## config.mk

```make
export PLATFORM = sky130hd
export DESIGN_NAME = wb_check_resp
export DESIGN_NICKNAME = d
export VERILOG_FILES = /design/src/rtl/wb_check_resp.sv
export SDC_FILE = /design/constraint.sdc
export NUM_CORES = 1
export LEC_CHECK = 0
export BUFFER_PORTS_ARGS = -buffer_cell sky130_fd_sc_hd__buf_4
export CORE_MARGIN = 3
export CORE_UTILIZATION = 49
export CTS_CLUSTER_DIAMETER = 80
export DETAILED_ROUTE_END_ITERATION = 12
export MAX_ROUTING_LAYER = met4
export PLACE_DENSITY = 0.72
export SYNTH_ARGS = -nofsm -noshare
export SYNTH_HDL_FRONTEND = slang
export SYNTH_SLANG_ARGS = --single-unit
```

## constraint.sdc

```tcl
create_clock -name wb_clk_i -period 1.75 [get_ports wb_clk_i]
set_input_delay 0.35 -clock wb_clk_i [delete_from_list [all_inputs] [get_ports wb_clk_i]]
set_output_delay 0.35 -clock wb_clk_i [all_outputs]
set_load 0.01 [all_outputs]
```

## src/rtl/wb_check_resp.sv

```systemverilog
// wb_check_resp -- Wishbone slave holding the checkbit pad value and output
// enables, plus a scratch register and a count of CHECK writes.
//
// Parameters:
//   WAIT_CYC      wait states inserted before the response (0..15)
//
// Ports:
//   wb_clk_i      clock, all logic on the rising edge
//   wb_rst_n      synchronous active-low reset
//   wbs_cyc_i     bus cycle valid
//   wbs_stb_i     strobe
//   wbs_we_i      1 = write, 0 = read
//   wbs_adr_i     byte address, [4:2] selects the register, [1:0] ignored
//   wbs_sel_i     byte-lane enables
//   wbs_dat_i     write data
//   wbs_dat_o     read data, non-zero only during the ack cycle of a read
//   wbs_ack_o     transfer acknowledge
//   wbs_err_o     transfer error
//   check_o       checkbit value toward the pads
//   check_oeb_o   per-bit output enable, active-low
//
// Register map (word offsets):
//   0x00 CHECK    RW 16b   drives check_o
//   0x04 OEB      RW 16b   drives check_oeb_o
//   0x08 SCRATCH  RW 32b
//   0x0C WCOUNT   RO 16b   CHECK write count, any write clears it
//   0x10-0x1C     unmapped
//
// Build option:
//   WB_CHECK_RESP_ERR_EN  when defined, unmapped accesses finish with
//                         wbs_err_o instead of wbs_ack_o; otherwise
//                         wbs_err_o is tied low.
//
// FSM states:
//   state   | meaning
//   IDLE    | waiting for cyc&stb, request fields captured on acceptance
//   WAIT    | counting down wait states, cyc low aborts the transfer
//   RESP    | one-cycle ack/err, register write takes effect here

module wb_check_resp #(
    parameter int unsigned WAIT_CYC = 1
) (
    input  logic        wb_clk_i,
    input  logic        wb_rst_n,
    input  logic        wbs_cyc_i,
    input  logic        wbs_stb_i,
    input  logic        wbs_we_i,
    input  logic [4:0]  wbs_adr_i,
    input  logic [3:0]  wbs_sel_i,
    input  logic [31:0] wbs_dat_i,
    output logic [31:0] wbs_dat_o,
    output logic        wbs_ack_o,
    output logic        wbs_err_o,
    output logic [15:0] check_o,
    output logic [15:0] check_oeb_o
);

    typedef enum logic [1:0] {
        ST_IDLE = 2'd0,
        ST_WAIT = 2'd1,
        ST_RESP = 2'd2
    } state_t;

    localparam bit         NO_WAIT  = (WAIT_CYC == 0);
    localparam logic [3:0] CNT_LOAD = 4'(NO_WAIT ? 0 : WAIT_CYC - 1);

    localparam logic [2:0] REG_CHECK   = 3'd0;
    localparam logic [2:0] REG_OEB     = 3'd1;
    localparam logic [2:0] REG_SCRATCH = 3'd2;
    localparam logic [2:0] REG_WCOUNT  = 3'd3;

    state_t      state_q,   state_d;
    logic [3:0]  cnt_q,     cnt_d;
    logic [2:0]  adr_q,     adr_d;
    logic        we_q,      we_d;
    logic [3:0]  sel_q,     sel_d;
    logic [31:0] dat_q,     dat_d;
    logic [15:0] check_q,   check_d;
    logic [15:0] oeb_q,     oeb_d;
    logic [31:0] scratch_q, scratch_d;
    logic [15:0] wcount_q,  wcount_d;

    logic        resp;
    logic        unmapped;
    logic [31:0] rdata;

    // Byte-offset bits carry no meaning for word registers.
    logic unused_adr_lsb;
    assign unused_adr_lsb = ^wbs_adr_i[1:0];

    always_ff @(posedge wb_clk_i) begin
        if (!wb_rst_n) begin
            state_q   <= ST_IDLE;
            cnt_q     <= '0;
            adr_q     <= '0;
            we_q      <= 1'b0;
            sel_q     <= '0;
            dat_q     <= '0;
            check_q   <= 16'h0000;
            oeb_q     <= 16'hFFFF;
            scratch_q <= '0;
            wcount_q  <= '0;
        end else begin
            state_q   <= state_d;
            cnt_q     <= cnt_d;
            adr_q     <= adr_d;
            we_q      <= we_d;
            sel_q     <= sel_d;
            dat_q     <= dat_d;
            check_q   <= check_d;
            oeb_q     <= oeb_d;
            scratch_q <= scratch_d;
            wcount_q  <= wcount_d;
        end
    end

    always_comb begin
        state_d   = state_q;
        cnt_d     = cnt_q;
        adr_d     = adr_q;
        we_d      = we_q;
        sel_d     = sel_q;
        dat_d     = dat_q;
        check_d   = check_q;
        oeb_d     = oeb_q;
        scratch_d = scratch_q;
        wcount_d  = wcount_q;

        case (state_q)
            ST_IDLE: begin
                if (wbs_cyc_i && wbs_stb_i) begin
                    adr_d   = wbs_adr_i[4:2];
                    we_d    = wbs_we_i;
                    sel_d   = wbs_sel_i;
                    dat_d   = wbs_dat_i;
                    cnt_d   = CNT_LOAD;
                    state_d = NO_WAIT ? ST_RESP : ST_WAIT;
                end
            end
            ST_WAIT: begin
                // Abort wins over the counter reaching zero.
                if (!wbs_cyc_i) begin
                    state_d = ST_IDLE;
                end else if (cnt_q == 4'd0) begin
                    state_d = ST_RESP;
                end else begin
                    cnt_d = cnt_q - 4'd1;
                end
            end
            ST_RESP: begin
                state_d = ST_IDLE;
                if (we_q) begin
                    case (adr_q)
                        REG_CHECK: begin
                            for (int i = 0; i < 2; i++) begin
                                if (sel_q[i]) check_d[8*i +: 8] = dat_q[8*i +: 8];
                            end
                            if ((sel_q[0] || sel_q[1]) && (wcount_q != 16'hFFFF)) begin
                                wcount_d = wcount_q + 16'd1;
                            end
                        end
                        REG_OEB: begin
                            for (int i = 0; i < 2; i++) begin
                                if (sel_q[i]) oeb_d[8*i +: 8] = dat_q[8*i +: 8];
                            end
                        end
                        REG_SCRATCH: begin
                            for (int i = 0; i < 4; i++) begin
                                if (sel_q[i]) scratch_d[8*i +: 8] = dat_q[8*i +: 8];
                            end
                        end
                        REG_WCOUNT: begin
                            wcount_d = 16'h0000;
                        end
                        default: ;
                    endcase
                end
            end
            default: state_d = ST_IDLE;
        endcase
    end

    always_comb begin
        rdata = '0;
        case (adr_q)
            REG_CHECK:   rdata = {16'h0000, check_q};
            REG_OEB:     rdata = {16'h0000, oeb_q};
            REG_SCRATCH: rdata = scratch_q;
            REG_WCOUNT:  rdata = {16'h0000, wcount_q};
            default:     rdata = '0;
        endcase
    end

    assign resp     = (state_q == ST_RESP);
    assign unmapped = adr_q[2];

`ifdef WB_CHECK_RESP_ERR_EN
    assign wbs_ack_o = resp && !unmapped;
    assign wbs_err_o = resp && unmapped;
`else
    assign wbs_ack_o = resp;
    assign wbs_err_o = 1'b0;
`endif

    assign wbs_dat_o   = (resp && !we_q) ? rdata : 32'h0000_0000;
    assign check_o     = check_q;
    assign check_oeb_o = oeb_q;

endmodule
```

# Word level (Yosys, flattened, before mapping)
# Index checks and enable logic that the tools add are counted.
# totals
register_bits	126
inputBits	46
out_inout_bits	66
elab_cells	62
# op_classes
n_reduce_logical	22
addsub	2
mux	12
eq_ne	11
# ops
operator	count
one-hot mux 32 bit (4 select lines)	1
AND reduction 4 bit	10
two-way mux 32 bit	1
one-hot mux 16 bit (2 select lines)	1
adder 16 x 1 -> 16 bit, second input constant	1
two-way mux 16 bit	1
inequality test 16 bit, second input constant	1
two-way mux 4 bit	3
inequality test 2 bit, second input constant	4
one-hot mux 4 bit (2 select lines)	1
equality test 3 x 2 -> 1 bit, second input constant	2
two-way mux 2 bit	3
zero test 4 bit	1
one-hot mux 2 bit (2 select lines)	1
AND reduction 2 bit	2
nonzero test 2 bit	2
subtractor 4 x 1 -> 4 bit, second input constant	1
equality test 3 x 1 -> 1 bit, second input constant	1
logical AND 1 bit	3
zero test 3 bit	1
inequality test 3 bit, second input constant	1
equality test 2 x 1 -> 1 bit, second input constant	1
equality test 2 bit, second input constant	1
zero test 2 bit	1
2 further kinds	2

# Logic depth before layout (Yosys ltp)
# depth
ltp_word	4
ltp_mapped	7
depth_no_buf	7

# Least setup slack after synthesis
# Ideal clock, no wire load.
# synth_timing
path_type	reg-to-output
from	reg state_q[1]
to	out wbs_dat_o[10]
path_buffers	2
stages_incl_launch_ff	6
required_ns	1.400
arrival_ns	1.696
path_slack_ns	-0.296
path_cell_list	dfxtp_1 -> nor2b_1 -> or3b_2 -> clkbuf_1 -> clkbuf_1 -> a21oi_1
# synth_between
elab_chain_len	3
# synth_rtl
item	line	rtl
start: declaration	72	state_t state_q, state_d;
start signal: assignment	104	state_q <= state_d;
equality test 2 bit	194	assign resp = (state_q == ST_RESP);
named net wbs_ack_o	52	output logic wbs_ack_o,
logical AND 1 bit	205	assign wbs_dat_o = (resp && !we_q) ? rdata : 32'h0000_0000;
two-way mux 32 bit	205	
end: declaration	51	output logic [31:0] wbs_dat_o,
# The timed path passes the listed nets, and every way through them passes these cells.

# Worst setup path in the final report
# layout_timing
from	reg state_q[1]
to	out wbs_dat_o[24]
# layout_between
elab_chain_len	3
# layout_rtl
item	line
equality test 2 bit	194
logical AND 1 bit	205
two-way mux 32 bit	205
# No other way between the ends.

==> out/results.ini <==
[run_status]
status = finished, violations left
violations = negative setup slack

[sta]
totalNegativeSetupSlack_ns = -15.71
skew_ns = 0.009065
rsz0062_at_grt = true
final_hold_viol_count = 0
tightest_slew_ns = 0.4988
timing_max_transition_violations_final = 0
fin_crit_ns = 2.259
fin_ws_ns = -0.5090
setup_violations = 37
relSlewSlack_pct = 66.49
fmax_ghz = 0.4427
finalCritPeriodShare_pct = 129.1

[die]
row_count = 37
die_height_um = 110.8
io_pins = 112
core_area_um2 = 10510
start_util_pct = 51.24
die-area_um2 = 12280
die_x_um = 110.8

[placement]
dpl-instance-area_um2 = 6746
dp_slack_ns = -0.1125
placedCellCount = 930
gp_congestion = 0.9561
hpwl_mm = 10.92
port_buffers = 108

[worst_setup_path]
required_ns = 1.40
cp_data_arrival_time_ns = 1.91
reg2reg_to = wcount_q[13]$_SDFFE_PN0P_
endpoint_kind = output pin
path_max_fanout = 8
r2r_start = adr_q[2]$_SDFFE_PN0P_
rrSetupSlack_ns = -0.23
start_kind = register
r2r_cells = 6
crit_type = register to output pin

[synth]
async_flop_share_pct = 0
synth_largest_area_cell = dfxtp_1
syn-instance-count = 682
synth-edff-count = 0
yosysTopAreaCellShare_pct = 46.84
ys_seq_elements = 126
syn_nets = 731
synthTopCellsByArea = dfxtp_1 (47%), nand2_1 (11%), a21oi_1 (9.5%), nand3_1 (6.1%), a22oi_1 (4.5%)
yosys_most_used_dff = dfxtp_1
synth.avg_cell_area_um2 = 7.896
ys_types = 47
yosysSeqAreaShare_pct = 46.84
syn_area_um2 = 5385
ys_warn_count = 0

[power_and_ir_drop]
p_per_area_nw_per_um2 = 852.9
power.leakage_nw = 3.123
peakVddDrop_mv = 0.9589

[route]
drt_iter0_markers = 528
dr.pass1.iters = 6
vias_per_cell = 5.780
route.vias.total = 5630
route.detailed.drc = 0
wl_per_cell_um = 17.81
ant_nets = 0
routed_wl_mm = 17.34

[clocking]
clockBufferDepth = 2
htree_num_levels = 4
cts_num_sinks = 126
cts_root_buf = clkbuf_8
clkTransAtPathRegs_ns = 0.06
clock_latency_ns = 0.52
cts_hold_buf = 0
cts_tree = built
cts_made_buffers = 17

[global_route]
antenna_found_initial = 0
grt_first_pass_wirelength_mm = 26.48
grt-ovfl-total = 0
grt_pass1_vias = 5366
grt_max_degree = 61
grt_usage_pct = 27.06

[cells_and_area]
final_util_pct = 74.89
fin_nets = 875
diodes = 0
design_area_um2 = 7870
drive_above_1_share_pct = 35.68
area_growth_pct = 46.14
register_area_um2 = 2537
fin_cells = 974
nFillCells = 782
multi_input_area_um2 = 3035

[run]
cap_violations = 0

[min_path]
min-delay-start = wbs_adr_i[2]
hold_depth = 3
min_to = adr_q[0]$_SDFFE_PN0P_
hold_class = input pin to register

-- repair_timing --
action	CTS	global route
endpoints found under the hold margin	0	0
setup endpoints to repair	70	102
buffers inserted	3	7
pin swaps	3	18
gates cloned	1	2
resized for setup	39	75
-- cell usage in the layout (no fill, tap or decap), types with 4 or more instances in the layout --
| cell type | n |
|---|---|
| dfxtp_2 | 6 |
| a21oi_1 | 85 |
| nor2_1 | 23 |
| nand2_2 | 4 |
| nand3_2 | 6 |
| clkbuf_16 | 18 |
| mux2i_1 | 15 |
| a22oi_1 | 21 |
| nand4_1 | 5 |
| a21oi_2 | 15 |
| and2_1 | 6 |
| clkinvlp_4 | 5 |
| nor3_1 | 4 |
| nor3_4 | 4 |
| buf_12 | 8 |
| buf_4 | 141 |
| nand3_1 | 58 |
| inv_1 | 5 |
| o21ai_0 | 9 |
| a22oi_2 | 11 |
| and2_4 | 12 |
| buf_6 | 21 |
| dfxtp_1 | 118 |
| nand2_1 | 156 |
| o21a_1 | 6 |
| o211ai_1 | 5 |
-- worst max-delay path, stage by stage (launching register included) --
cell       delay [ns]
dfxtp_2          0.34
nor2b_4          0.21
buf_6            0.13
and3b_2          0.28
clkbuf_16        0.18
and2_4           0.15
buf_6            0.09
-- where the power goes --
part           switching, W  internal (W)  total, W
logic              0.000254      0.000204  0.000458
registers         0.0000598       0.00292   0.00298
clock network       0.00132       0.00195   0.00327
total               0.00163       0.00508   0.00671
-- registers in the layout, indices dropped and copies added (netlist names), 2 cells and up --
register,cells
cnt_q,4
dat_q,32
state_q,2
wcount_q,16
adr_q,3
check_oeb_o,16
check_o,16
scratch_q,32
sel_q,4
-- metal layers --
layer | part of all wire [%] | global-route usage (%) | up-vias
li1 | - | - | 2665
met3 | 7.8 | 6.878 | 32
met1 | 40 | 32.83 | 2688
met5 | 0 | - | -
met2 | 50 | 44.62 | 245
met4 | 1.9 | 7.882 | 0
-- kinds of logic after synthesis --
| kind of cell | after synthesis | share of synthesized area [%] |
|---|---|---|
| fa+ha+maj | 3 | 0.6971 |
| buf+inv | 57 | 4.182 |
| flops | 126 | 46.84 |
| other cells | 1 | 0.06964 |
| compound gates | 165 | 17.98 |
| xor+xnor | 3 | 0.4880 |
| simple gates | 310 | 26.56 |
| mux | 17 | 3.183 |
-- cell usage after synthesis (all sizes together), types with 7 or more instances --
library cell / instances
a21oi: 102
a22oi: 32
and2: 18
buf: 7
clkbuf: 44
dfxtp: 126
mux2i: 16
nand2: 162
nand3: 66
nor2: 24
nor3: 9
o21ai: 10
-- layout make-up --
class	instances	area share [%]
Clock buffer	19	5.612
Sequential cell	126	32.24
Tap cell	136	2.162
Inverter	6	0.2862
Multi-Input combinational cell	500	38.57
Clock inverter	12	1.431
Timing Repair Buffer	175	19.70
-- worst max path at each step --
stage / from / endpoint / slack (ns) / cells past startpoint
3_3_place_gp: state_q[0]$_SDFFE_PN0P_ / scratch_q[19]$_SDFFE_PN0P_ / -0.09 / 6
5_1_grt: adr_q[1]$_SDFFE_PN0P_ / wbs_dat_o[3] / -0.59 / 6
2_1_floorplan: wcount_q[1]$_SDFFE_PN0P_ / wcount_q[13]$_SDFFE_PN0P_ / -0.13 / 7
6_report: state_q[1]$_SDFFE_PN0P_ / wbs_dat_o[24] / -0.51 / 6
3_5_place_dp: adr_q[1]$_SDFFE_PN0P_ / scratch_q[19]$_SDFFE_PN0P_ / -0.11 / 5
4_1_cts: state_q[1]$_SDFFE_PN0P_ / wbs_dat_o[6] / -0.49 / 4
-- per-stage QoR --
| stage | hold slack (ns) | power, W |
|---|---|---|
| 3_3_place_gp | 0.4394 | 0.003422 |
| 3_5_place_dp | 0.4453 | 0.003435 |
| 4_1_cts | 0.05708 | 0.006679 |
| 6_report | 0.07145 | 0.006712 |
| 2_1_floorplan | 0.4317 | 0.003247 |
| 5_1_grt | 0.05368 | 0.006908 |
No activity file was read; power rests on OpenSTA's default activity.
